$ cat config.mk
export PLATFORM = sky130hd
export DESIGN_NAME = branch_unit
export DESIGN_NICKNAME = d
export VERILOG_FILES = /design/src/rtl/branch_pkg.sv /design/src/rtl/ras_stack.sv /design/src/rtl/branch_unit.sv
export SDC_FILE = /design/constraint.sdc
export NUM_CORES = 1
export LEC_CHECK = 0
export CAP_MARGIN = 20
export CORE_MARGIN = 2
export CORE_UTILIZATION = 50
export CTS_CLUSTER_DIAMETER = 100
export CTS_CLUSTER_SIZE = 28
export DETAILED_ROUTE_END_ITERATION = 8
export GPL_TIMING_DRIVEN = 0
export PLACE_DENSITY = 0.78
export SYNTH_ARGS = -nofsm -noshare
export SYNTH_HDL_FRONTEND = slang
export SYNTH_SLANG_ARGS = --single-unit
$ cat constraint.sdc
create_clock -name clk -period 13.3 [get_ports clk]
set_input_delay 2.66 -clock clk [delete_from_list [all_inputs] [get_ports clk]]
set_output_delay 2.66 -clock clk [all_outputs]
set_load 0.01 [all_outputs]
$ cat src/rtl/branch_pkg.sv
// Shared encodings and the condition evaluator for the branch unit.
// Pure definitions: no state, no latency, no flow control.
package branch_pkg;

  localparam logic [2:0] BR_STEP  = 3'd0;
  localparam logic [2:0] BR_JMP   = 3'd1;
  localparam logic [2:0] BR_JCC   = 3'd2;
  localparam logic [2:0] BR_JR    = 3'd3;
  localparam logic [2:0] BR_CALL  = 3'd4;
  localparam logic [2:0] BR_CALLR = 3'd5;
  localparam logic [2:0] BR_RET   = 3'd6;

  localparam logic [2:0] CC_EQ     = 3'd0;
  localparam logic [2:0] CC_NE     = 3'd1;
  localparam logic [2:0] CC_LT     = 3'd2;
  localparam logic [2:0] CC_GE     = 3'd3;
  localparam logic [2:0] CC_GT     = 3'd4;
  localparam logic [2:0] CC_LE     = 3'd5;
  localparam logic [2:0] CC_ALWAYS = 3'd6;
  localparam logic [2:0] CC_NEVER  = 3'd7;

  localparam int unsigned BR_RESET_VEC = 0;

  function automatic logic cond_holds(input logic [2:0] cc, input logic eq, input logic lt);
    logic res;
    res = 1'b0;
    case (cc)
      CC_EQ:     res = eq;
      CC_NE:     res = !eq;
      CC_LT:     res = lt;
      CC_GE:     res = !lt;
      CC_GT:     res = !lt && !eq;
      CC_LE:     res = lt || eq;
      CC_ALWAYS: res = 1'b1;
      default:   res = 1'b0;
    endcase
    return res;
  endfunction

endpackage

$ cat src/rtl/ras_stack.sv
// Circular return-address stack; a push at full overwrites the oldest entry and sets sticky ovf.
// One-edge update, rdata shows the current top combinationally; never stalls.
module ras_stack #(
  parameter int DEPTH = 8,
  parameter int W     = 32
) (
  input  logic                       clk,
  input  logic                       reset,
  input  logic                       push,
  input  logic                       pop,
  input  logic [W-1:0]               wdata,
  output logic [W-1:0]               rdata,
  output logic [$clog2(DEPTH+1)-1:0] count,
  output logic                       full,
  output logic                       empty,
  output logic                       ovf
);

  localparam int PTR_W = $clog2(DEPTH);
  localparam int CNT_W = $clog2(DEPTH+1);

  logic [W-1:0]     mem_q [DEPTH];
  logic [W-1:0]     mem_d [DEPTH];
  logic [PTR_W-1:0] top_q, top_d;
  logic [CNT_W-1:0] count_q, count_d;
  logic             ovf_q, ovf_d;
  logic [PTR_W-1:0] rd_idx;

  // top_q is the next free slot; the newest entry sits just below it.
  assign rd_idx = top_q - PTR_W'(1);
  assign rdata  = mem_q[rd_idx];
  assign count  = count_q;
  assign full   = (count_q == CNT_W'(DEPTH));
  assign empty  = (count_q == '0);
  assign ovf    = ovf_q;

  always_comb begin
    mem_d   = mem_q;
    top_d   = top_q;
    count_d = count_q;
    ovf_d   = ovf_q;
    if (push) begin
      mem_d[top_q] = wdata;
      top_d        = top_q + PTR_W'(1);
      if (full) ovf_d = 1'b1;
      else      count_d = count_q + CNT_W'(1);
    end else if (pop && !empty) begin
      top_d   = rd_idx;
      count_d = count_q - CNT_W'(1);
    end
  end

  always_ff @(posedge clk) begin
    if (reset) begin
      top_q   <= '0;
      count_q <= '0;
      ovf_q   <= 1'b0;
    end else begin
      top_q   <= top_d;
      count_q <= count_d;
      ovf_q   <= ovf_d;
    end
  end

  always_ff @(posedge clk) begin
    mem_q <= mem_d;
  end

endmodule

$ cat src/rtl/branch_unit.sv
// Program counter with jump, conditional branch, indirect, call and return resolution.
// One-edge latency from req to addr/taken/fault; accepts a request every cycle, no backpressure.
module branch_unit
  import branch_pkg::*;
#(
  parameter int          ADDR_W    = 32,
  parameter int          DATA_W    = 32,
  parameter int          IMM_W     = 26,
  parameter int          RAS_DEPTH = 8,
  parameter int unsigned RESET_VEC = BR_RESET_VEC
) (
  input  logic                           clk,
  input  logic                           reset,
  input  logic                           req,
  input  logic [2:0]                     op,
  input  logic [2:0]                     cond,
  input  logic [IMM_W-1:0]               imm,
  input  logic [ADDR_W-1:0]              rtarget,
  input  logic                           cmp_valid,
  input  logic [DATA_W-1:0]              cmp_a,
  input  logic [DATA_W-1:0]              cmp_b,
  output logic [ADDR_W-1:0]              addr,
  output logic                           taken,
  output logic                           fault,
  output logic                           ras_ovf,
  output logic [$clog2(RAS_DEPTH+1)-1:0] ras_count,
  output logic                           ras_empty,
  output logic                           ras_full
);

  logic [ADDR_W-1:0] addr_q, addr_d;
  logic              taken_q, taken_d;
  logic              fault_q, fault_d;
  logic              eq_q, eq_d;
  logic              lt_q, lt_d;
  logic [ADDR_W-1:0] seq;
  logic [ADDR_W-1:0] jt;
  logic              ras_push;
  logic              ras_pop;
  logic [ADDR_W-1:0] ras_rdata;

  assign seq = addr_q + ADDR_W'(4);
  assign jt  = ADDR_W'({imm, 2'b00});

  ras_stack #(
    .DEPTH(RAS_DEPTH),
    .W    (ADDR_W)
  ) u_ras (
    .clk  (clk),
    .reset(reset),
    .push (ras_push),
    .pop  (ras_pop),
    .wdata(seq),
    .rdata(ras_rdata),
    .count(ras_count),
    .full (ras_full),
    .empty(ras_empty),
    .ovf  (ras_ovf)
  );

  // Flags captured this cycle only become visible to JCC on the next cycle.
  always_comb begin
    eq_d = eq_q;
    lt_d = lt_q;
    if (cmp_valid) begin
      eq_d = (cmp_a == cmp_b);
      lt_d = ($signed(cmp_a) < $signed(cmp_b));
    end
  end

  always_comb begin
    addr_d   = addr_q;
    taken_d  = 1'b0;
    fault_d  = 1'b0;
    ras_push = 1'b0;
    ras_pop  = 1'b0;
    if (req) begin
      addr_d = seq;
      case (op)
        BR_JMP: begin
          addr_d  = jt;
          taken_d = 1'b1;
        end
        BR_JCC: begin
          if (cond_holds(cond, eq_q, lt_q)) begin
            addr_d  = jt;
            taken_d = 1'b1;
          end
        end
        BR_JR: begin
          addr_d  = rtarget;
          taken_d = 1'b1;
        end
        BR_CALL: begin
          ras_push = 1'b1;
          addr_d   = jt;
          taken_d  = 1'b1;
        end
        BR_CALLR: begin
          ras_push = 1'b1;
          addr_d   = rtarget;
          taken_d  = 1'b1;
        end
        BR_RET: begin
          if (ras_empty) begin
            fault_d = 1'b1;
          end else begin
            ras_pop = 1'b1;
            addr_d  = ras_rdata;
            taken_d = 1'b1;
          end
        end
        default: addr_d = seq;
      endcase
    end
  end

  always_ff @(posedge clk) begin
    if (reset) begin
      addr_q  <= ADDR_W'(RESET_VEC);
      taken_q <= 1'b0;
      fault_q <= 1'b0;
      eq_q    <= 1'b0;
      lt_q    <= 1'b0;
    end else begin
      addr_q  <= addr_d;
      taken_q <= taken_d;
      fault_q <= fault_d;
      eq_q    <= eq_d;
      lt_q    <= lt_d;
    end
  end

  assign addr  = addr_q;
  assign taken = taken_q;
  assign fault = fault_q;

endmodule

==> results of run 1 <==
-- cells by family after synthesis --
family                   count (synthesis)
AND/OR/NAND/NOR                        209
adder cells (fa/ha/maj)                 38
XOR/XNOR                                35
buffers and inverters                   96
multiplexers                            93
AO/OA/AOI/OAI                          129
flip-flops                             300
-- critical path: cells and delay by family --
| kind | cells | cell delay (ns) |
|---|---|---|
| AO/OA/AOI/OAI | 2 | 0.33 |
| AND/OR/NAND/NOR | 3 | 1.07 |
| buffers and inverters | 3 | 1.34 |
-- state kept, by name (all words and copies together), names as in the netlist --
name         cells
u_ras.mem_q    256
addr            32
u_ras.count      4
u_ras.top_q      3
eq_q             1
fault            1
lt_q             1
taken            1
u_ras.ovf        1
-- Yosys cell counts (15+ instances only) --
cell type	number	area (um2)
sky130_fd_sc_hd__buf_2	15	75.1
sky130_fd_sc_hd__o211ai_1	21	158
sky130_fd_sc_hd__edfxtp_1	256	7690
sky130_fd_sc_hd__nand2_1	52	195
sky130_fd_sc_hd__nor3_1	31	155
sky130_fd_sc_hd__mux2i_1	23	230
sky130_fd_sc_hd__nand3_1	19	95.1
sky130_fd_sc_hd__inv_1	40	150
sky130_fd_sc_hd__dfxtp_1	44	881
sky130_fd_sc_hd__clkbuf_1	31	116
sky130_fd_sc_hd__xor2_1	17	149
sky130_fd_sc_hd__o21ai_0	15	75.1
sky130_fd_sc_hd__nor2_1	52	195
sky130_fd_sc_hd__a21oi_1	27	135
sky130_fd_sc_hd__a221oi_1	21	184
sky130_fd_sc_hd__mux4_2	64	1440
sky130_fd_sc_hd__xnor2_1	18	158
sky130_fd_sc_hd__ha_1	37	463
-- worst paths after layout --
path	slack (ns)	cells past startpoint	to
max	8.32	8	addr[27]
min	0.51	2	eq_q
max reg2reg	8.77	10	addr[11]
min reg2reg	0.51	2	eq_q
-- cell type report --
cell class                      count  area, um2  share of cell area, %
Clock inverter                      1       8.76                 0.0535
Multi-Input combinational cell    504       4580                   28.0
Tap cell                          341        427                   2.61
Clock buffer                       22        402                   2.45
Sequential cell                   300       8570                   52.4
Buffer                             54        270                   1.65
Inverter                           42        158                  0.964
Timing Repair Buffer              190       1950                   11.9
-- metal layers --
layer / vias up / track usage, %
met2: 566 / 43.0
met1: 4565 / 36.1
met5: - / 0
met4: 0 / 6.93
met3: 68 / 3.67
li1: 3958 / -
-- per-stage QoR --
step                      util, %  hold WS (ns)  setup slack, ns  total power, mW  instance area [um2]
after floorplan                 -         0.453             6.37             1.23                13500
after global placement       58.5         0.458             2.85             1.35                15600
final                        61.2         0.515             8.32             1.84                16400
after detailed placement     59.7         0.490             7.84             1.36                16000
after CTS                    61.2         0.507             8.36             1.84                16400
after global routing         61.2         0.557             8.17             1.90                16400
-- power groups by stage --
stage | Sequential [mW] | Combinational (mW) | Clock (mW)
final | 1.06 | 0.281 | 0.497
after global routing | 1.06 | 0.301 | 0.532
after CTS | 1.06 | 0.280 | 0.499
after detailed placement | 1.08 | 0.278 | 0
after global placement | 1.08 | 0.269 | 0
after floorplan | 1.08 | 0.154 | 0
==> results summary, run 1 <==
The switching share of power came out at between 20% and 30%. The required time of the critical path is ~14 ns. Detailed routing placed a total of approximately 3.6 mm of wire on met3.

The placeable core region came out at about 27,000 um2. The sort of element at the end of the critical path is a register. The post-cts repair resize count is 0. When the netlist entered floorplanning its net count stood at 1,070. The biggest fanout along the worst timing path is 10. The first global-routing pass estimated roughly 55 mm of wire. The top cell types in the final layout, fill and taps aside, are 256 x sky130_fd_sc_hd__edfxtp_1, 169 x sky130_fd_sc_hd__clkdlybuf4s50_1, 64 x sky130_fd_sc_hd__mux4_2, 52 x sky130_fd_sc_hd__nand2_1, 49 x sky130_fd_sc_hd__nor2_1.

Before antenna repair, the detailed router went through 6 iterations. After detailed routing, no signal wire sits above met4. The number of global-route vias before repair came out at approximately 9,000.

The met2 wire length came out at ~18 mm. Routability-driven placement finished with a final weighted congestion of approximately 0.85. The area fraction in and, or, nand and nor cells after synthesis is ~7.7%. The most critical setup path has its startpoint at op[0]. CTS saw 300 sinks. The headroom to the max-slew limit came out at 37.5%. The wire length per cell is 25.2 um. The DRC marker count from the first detailed-route iteration is about 1,200.

The routed via count divided by cell count is roughly 6.3. Sequential cells burn between 50% and 60% of the power. The setup fix buffers added after clock tree synthesis is 0. By area, the combinational part of the netlist is dominated by multiplexers. The synthesized-area fraction occupied by adder cells is between 3 and 4%. Global routing finished with a remaining overflow of 0.

TritonCTS created 14 clock buffers. The area growth from synthesis to layout is 21.0%. In this run the clock root is driven by a sky130_fd_sc_hd__clkbuf_16. The highest clock frequency the design can meet is around 200 MHz. The internal power component came out at about 1.4 mW.

The top-level port count is around 170. The residual antenna-violating net count after detailed routing is 0. Summed over all nets, the switching power comes to 450 uW. The effective utilization at floorplan came out at between 50 and 60%. The total wire length came out at around 37 mm. The synthesized netlist devotes approximately 7.0% of its cell area to compound gates. The antenna diode count came out at 0. The number of buffers inserted for hold repair after clock tree synthesis came out at 0. The leakage power summed over all cells is between 5 and 6 nW. Of the total power, combinational logic draws 15.3%. Clock-pin slew was measured on the worst setup and hold paths at approximately 0.12 ns. After detailed routing, the number of remaining DRC violations is 0. The clock network power share came out at a little over a quarter. The count of endpoints failing hold in the final timing report is 0. The number of antenna violations at the first check in global routing came out at 0.

The number of H-tree branching levels came out at 1. The worst-margin pin slew is 0.933 ns. The count of fill cells added during filler insertion came out at between 1,500 and 2,000.

The floorplan has 60 rows. The tightest min-delay check is of the reg2reg type. The category of the worst setup path launch point is an input pin.

In the final timing run, aggregate negative setup slack is 0 ns. The multiplexer share of the synthesized area came out at 12.9%. After synthesis the cells add up to between 10,000 and 15,000 um2. The share of the clock period used by the worst path after layout is around 37%. The flow ran to the end, and the final reports show no timing, DRC or antenna violations.

The signal on the critical path passes through clkdlybuf4s50_1 -> buf_2 -> nor4b_1 -> a222oi_1 -> nand3_1 -> clkbuf_1 -> a221oi_1 -> nor3_1. The via count came out at about 9,000. VDD sags by at most roughly 0.093 mV.

A synthesized cell averages 15.0 um2. After synthesis, the share of flip-flops with an asynchronous set or reset is 0%. The total placed cells including tap cells came out at ~1,400.

The setup skew after layout came out at around 0.025 ns. The maximum clock insertion buffer count came out at 3. The cell count after synthesis came out at 900. The netlist uses 61 different library cells. The detailed router put a total of roughly 14 mm of wire on met1.

The clock period minus final worst setup slack came out at between 4 and 5 ns. The number of synthesized flops with an enable pin is approximately 260. For this run, the number of Yosys warnings is 0. In this run the most critical hold path is launched from eq_q. In the global route stage, overall resource usage came out at about 26%.

The clock insertion delay at the later pin of the skew report is 0.51 ns. The worst setup path is of the in2reg kind. The net count reported at finish is 1,276. The ratio of total power to cell area is between 100 and 150 nW/um2. The final max-slew violation count came out at 0. During placement, the flow inserted port buffers numbering between 150 and 200. The share of cells above drive strength 1 is between 10% and 20%. The CTS tree is done.

The cell with the largest stage delay on the worst path is sky130_fd_sc_hd__clkbuf_1. The most common cell after layout, fill and taps aside is sky130_fd_sc_hd__edfxtp_1. The register bit count reported by yosys came out at 300. Setup repair after global routing left no endpoint under its margin. The die span in y is 168 um. The total of max-cap violations came out at 0. The maximum cell stage delay along the critical path came out at about 0.69 ns.

The final cell count without fillers came out at roughly 1,500. In the synthesized netlist the dominant register cell turns out to be sky130_fd_sc_hd__edfxtp_1. The HPWL after detailed placement is ~26 mm. From left edge to right edge, the die measures between 150 and 200 um.

The number of setup violations in the final report is 0. The synthesized netlist devotes under 10% of its cell area to XOR and XNOR gates. STA puts the critical path data arrival time at 5.40 ns. The pin count of the biggest net entering global routing is 30. The part of the Yosys area used for sequential elements is between 60% and 70%. The startpoint identified for the worst register-to-register timing path is u_ras.top_q[0]. The overall die area is approximately 28,000 um2.
(Power assumes the default switching activity.)
==> run 2: changes to the inputs <==
==> constraint.sdc (replaced) <==
create_clock -name clk -period 5.1 [get_ports clk]
set_input_delay 1.02 -clock clk [delete_from_list [all_inputs] [get_ports clk]]
set_output_delay 1.02 -clock clk [all_outputs]
set_load 0.01 [all_outputs]
==> results summary, run 2 (synthesis results as in run 1) <==
The flow ran to the end, and the final reports show no timing, DRC or antenna violations. After layout, the worst path uses 85.7% of the clock period. The worst hold-check path type is reg2reg. STA classifies the critical path endpoint as a register. The CTS tree is done. Setup repair after global routing left no endpoint under its margin.

The final weighted congestion of routability-driven global placement is 0.851 (+0.51%). The die span in y is 168 um (unchanged). The register-to-register path setup slack is 0.73 ns (-8.04 ns).

The total routing resource utilization after global routing came out at 25.4% (-0.41 points). After layout, the minimum clock period comes to between 4 and 5 ns. The number of placement rows is 60 (unchanged).

The number of buffers and inverters on the critical path came out at 5 (+2). The library cell used most frequently in the layout, excluding fill and tap cells, is sky130_fd_sc_hd__edfxtp_1. The final max-slew violation count came out at 0 (unchanged).

The flip-flop count of the largest register, all copies and words added came out at 256 (unchanged). The die boundary width is 168 um (unchanged). The worst-margin pin slew is 0.988 ns (+0.0548 ns). The ratio of total power to cell area came out at 292 nW/um2 (+160%). The cell family contributing the most delay on the critical path is buffers and inverters.

The top-level port count came out at 173 (unchanged). The count of endpoints failing hold in the final timing report is 0 (unchanged). The maximum vdd ir drop came out at 0.270 mV (+190%).

The net count reported at finish came out at 1,274 (-0.16%). The number of setup violations in the final report came out at 0 (unchanged). The cell count of the worst reg-to-reg path is 10 (unchanged). The overall die area is 28,400 um2 (unchanged). The capture point of the worst reg-to-reg path is addr[19].

The number of global-route vias before repair is 9,080 (-0.56%). The count of fill cells added during filler insertion is 2,011 (+1.5%). In the layout the commonest cells are 256 x sky130_fd_sc_hd__edfxtp_1, 169 x sky130_fd_sc_hd__clkdlybuf4s50_1, 64 x sky130_fd_sc_hd__mux4_2, 52 x sky130_fd_sc_hd__nand2_1, 49 x sky130_fd_sc_hd__nor2_1. The cell that appears most often on the critical path is sky130_fd_sc_hd__clkbuf_1. The leakage power summed over all cells is 5.60 nW (about the same). The maximum clock insertion buffer count is 3 (unchanged). The via count came out at 9,019 (-1.5%). The most critical setup path has its startpoint at u_ras.top_q[0]. The maximum cell stage delay along the critical path is 0.70 ns (about the same). The total congestion overflow came out at 0 (unchanged).

The setup fix buffers added after clock tree synthesis was 0 (unchanged). The clock insertion delay at the later pin of the skew report was 0.50 ns (about the same). The critical register-to-register path startpoint is u_ras.top_q[0]. The total placed cells including tap cells is 1,429 (-0.14%).

The wire length per cell came out at 24.7 um (-2.0%). The effective utilization at floorplan came to 50.6% (unchanged). The number of H-tree branching levels came to 1 (unchanged). The headroom to the max-slew limit came out at 34.2% (-3.3 points). The biggest fanout along the worst timing path was 10 (unchanged). The antenna diode count is 0 (unchanged). STA classifies the critical path startpoint as a register. The number of buffers inserted for hold repair after clock tree synthesis came out at 0 (unchanged). The cell with the largest stage delay on the worst path is sky130_fd_sc_hd__clkbuf_1. The number of antenna violations at the first check in global routing was 0 (unchanged). The global-route wire length before repair came out at 54.0 mm (-1.1%).

The count of TritonRoute iterations in the first routing pass is 6 (unchanged). The setup TNS after final layout is 0 ns (unchanged). The routed via count divided by cell count is 6.21 (-1.4%). The setup skew after layout was 0.0204 ns (-0.00500 ns). The DRC marker count from the first detailed-route iteration came out at 1,127 (-8.7%).

The share of cells above drive strength 1 came out at 12.6% (-0.17 points). The post-DP HPWL came out at 26.0 mm (-0.69%). The clock transition at the registers of the reported paths is 0.11 ns (about the same). The residual antenna-violating net count after detailed routing came out at 0 (unchanged). In this run the clock root is driven by a sky130_fd_sc_hd__clkbuf_16. The total wire length is 35.8 mm (-2.1%). The number of remaining DRC errors came out at 0 (unchanged).

By startpoint and endpoint, the worst setup path is classified as reg2reg. The clock buffer count from CTS came to 14 (unchanged). The highest clock frequency the design can meet came out at 229 MHz. Walking the worst path, the cells encountered are clkbuf_1 -> clkbuf_1 -> inv_1 -> ha_1 -> clkbuf_1 -> clkbuf_1 -> mux4_2 -> a221oi_1 -> o311ai_1 -> o2bb2ai_1. The pin count of the biggest net entering global routing is 30 (unchanged). u_ras.mem_q holds more flip-flops than any other register. The total number of cells along the worst setup path came out at 10 (+2). Relative to the synthesized area, the layout overhead comes to 21.1%. The number of clock sinks is 300 (unchanged). The critical path ends at addr[19]. The total design power came to 4.79 mW (+160%).

The total of max-cap violations came to 0 (unchanged). The count of input and output buffers came out at 169 (unchanged). The placeable core region is 26,700 um2 (unchanged).

The post-cts repair resize count was 0 (unchanged). The arrival time at the worst endpoint is 4.77 ns (-0.63 ns). The final cell count without fillers is 1,453 (-0.069%). The required time of the critical path came out at 5.50 ns (-8.22 ns).
run 2: cell count changes in the layout (fill, tap and decap cells not counted), moves of 2 or more:
cell	delta
sky130_fd_sc_hd__buf_4	-6
sky130_fd_sc_hd__buf_6	+5
sky130_fd_sc_hd__buf_12	-2
sky130_fd_sc_hd__buf_16	+2
run 2: layer usage:
metal	up-vias	wire length, um	global-route usage [%]
li1	3961	-	-
met5	-	0	0
met3	87	2950	3.95
met1	4493	14200	34.7
met2	478	17500	42.1
met4	0	1210	8.58
run 2: tightest hold or removal path, delay by kind of cell (launching register included):
kind               cells  cell delay (ns)
AOI/OAI and AO/OA      1             0.05
and+or+nand+nor        1             0.07
DFF                    1             0.34
run 2: layout make-up:
type | count | area [um2] | area share (%)
plain buffers | 54 | 270 | 1.65
repair buffers | 188 | 1960 | 12.0
inverters | 42 | 158 | 0.962
flip-flops and latches | 300 | 8570 | 52.3
clock buffers | 23 | 405 | 2.47
multi-input cells | 504 | 4590 | 28.0
well taps | 341 | 427 | 2.60
clock inverters | 1 | 8.76 | 0.0535
run 2: worst min-delay path by stage:
stage / cells past startpoint / slack [ns] / startpoint / to
after floorplan: 2 / 0.45 / eq_q / eq_q
after global placement: 2 / 0.46 / u_ras.ovf / u_ras.ovf
after detailed placement: 2 / 0.49 / eq_q / eq_q
after CTS: 2 / 0.50 / eq_q / eq_q
after global routing: 2 / 0.55 / eq_q / eq_q
final: 2 / 0.50 / eq_q / eq_q
run 2: power breakdown:
| part | leakage, nW | switching [mW] | internal, mW |
|---|---|---|---|
| logic | 2.68 | 0.380 | 0.353 |
| clock network | 0.199 | 0.728 | 0.559 |
| registers | 2.72 | 0.0504 | 2.72 |
run 2: metrics by stage:
step | util (%) | hold WS [ns] | area [um2] | setup slack, ns
final | 61.3 | 0.496 | 16400 | 0.728
after CTS | 61.3 | 0.504 | 16400 | 0.767
after detailed placement | 59.8 | 0.489 | 16000 | 0.788
after global placement | 58.6 | 0.458 | 15600 | -2.18
after global routing | 61.3 | 0.550 | 16400 | 0.445
after floorplan | - | 0.453 | 13500 | 0.653
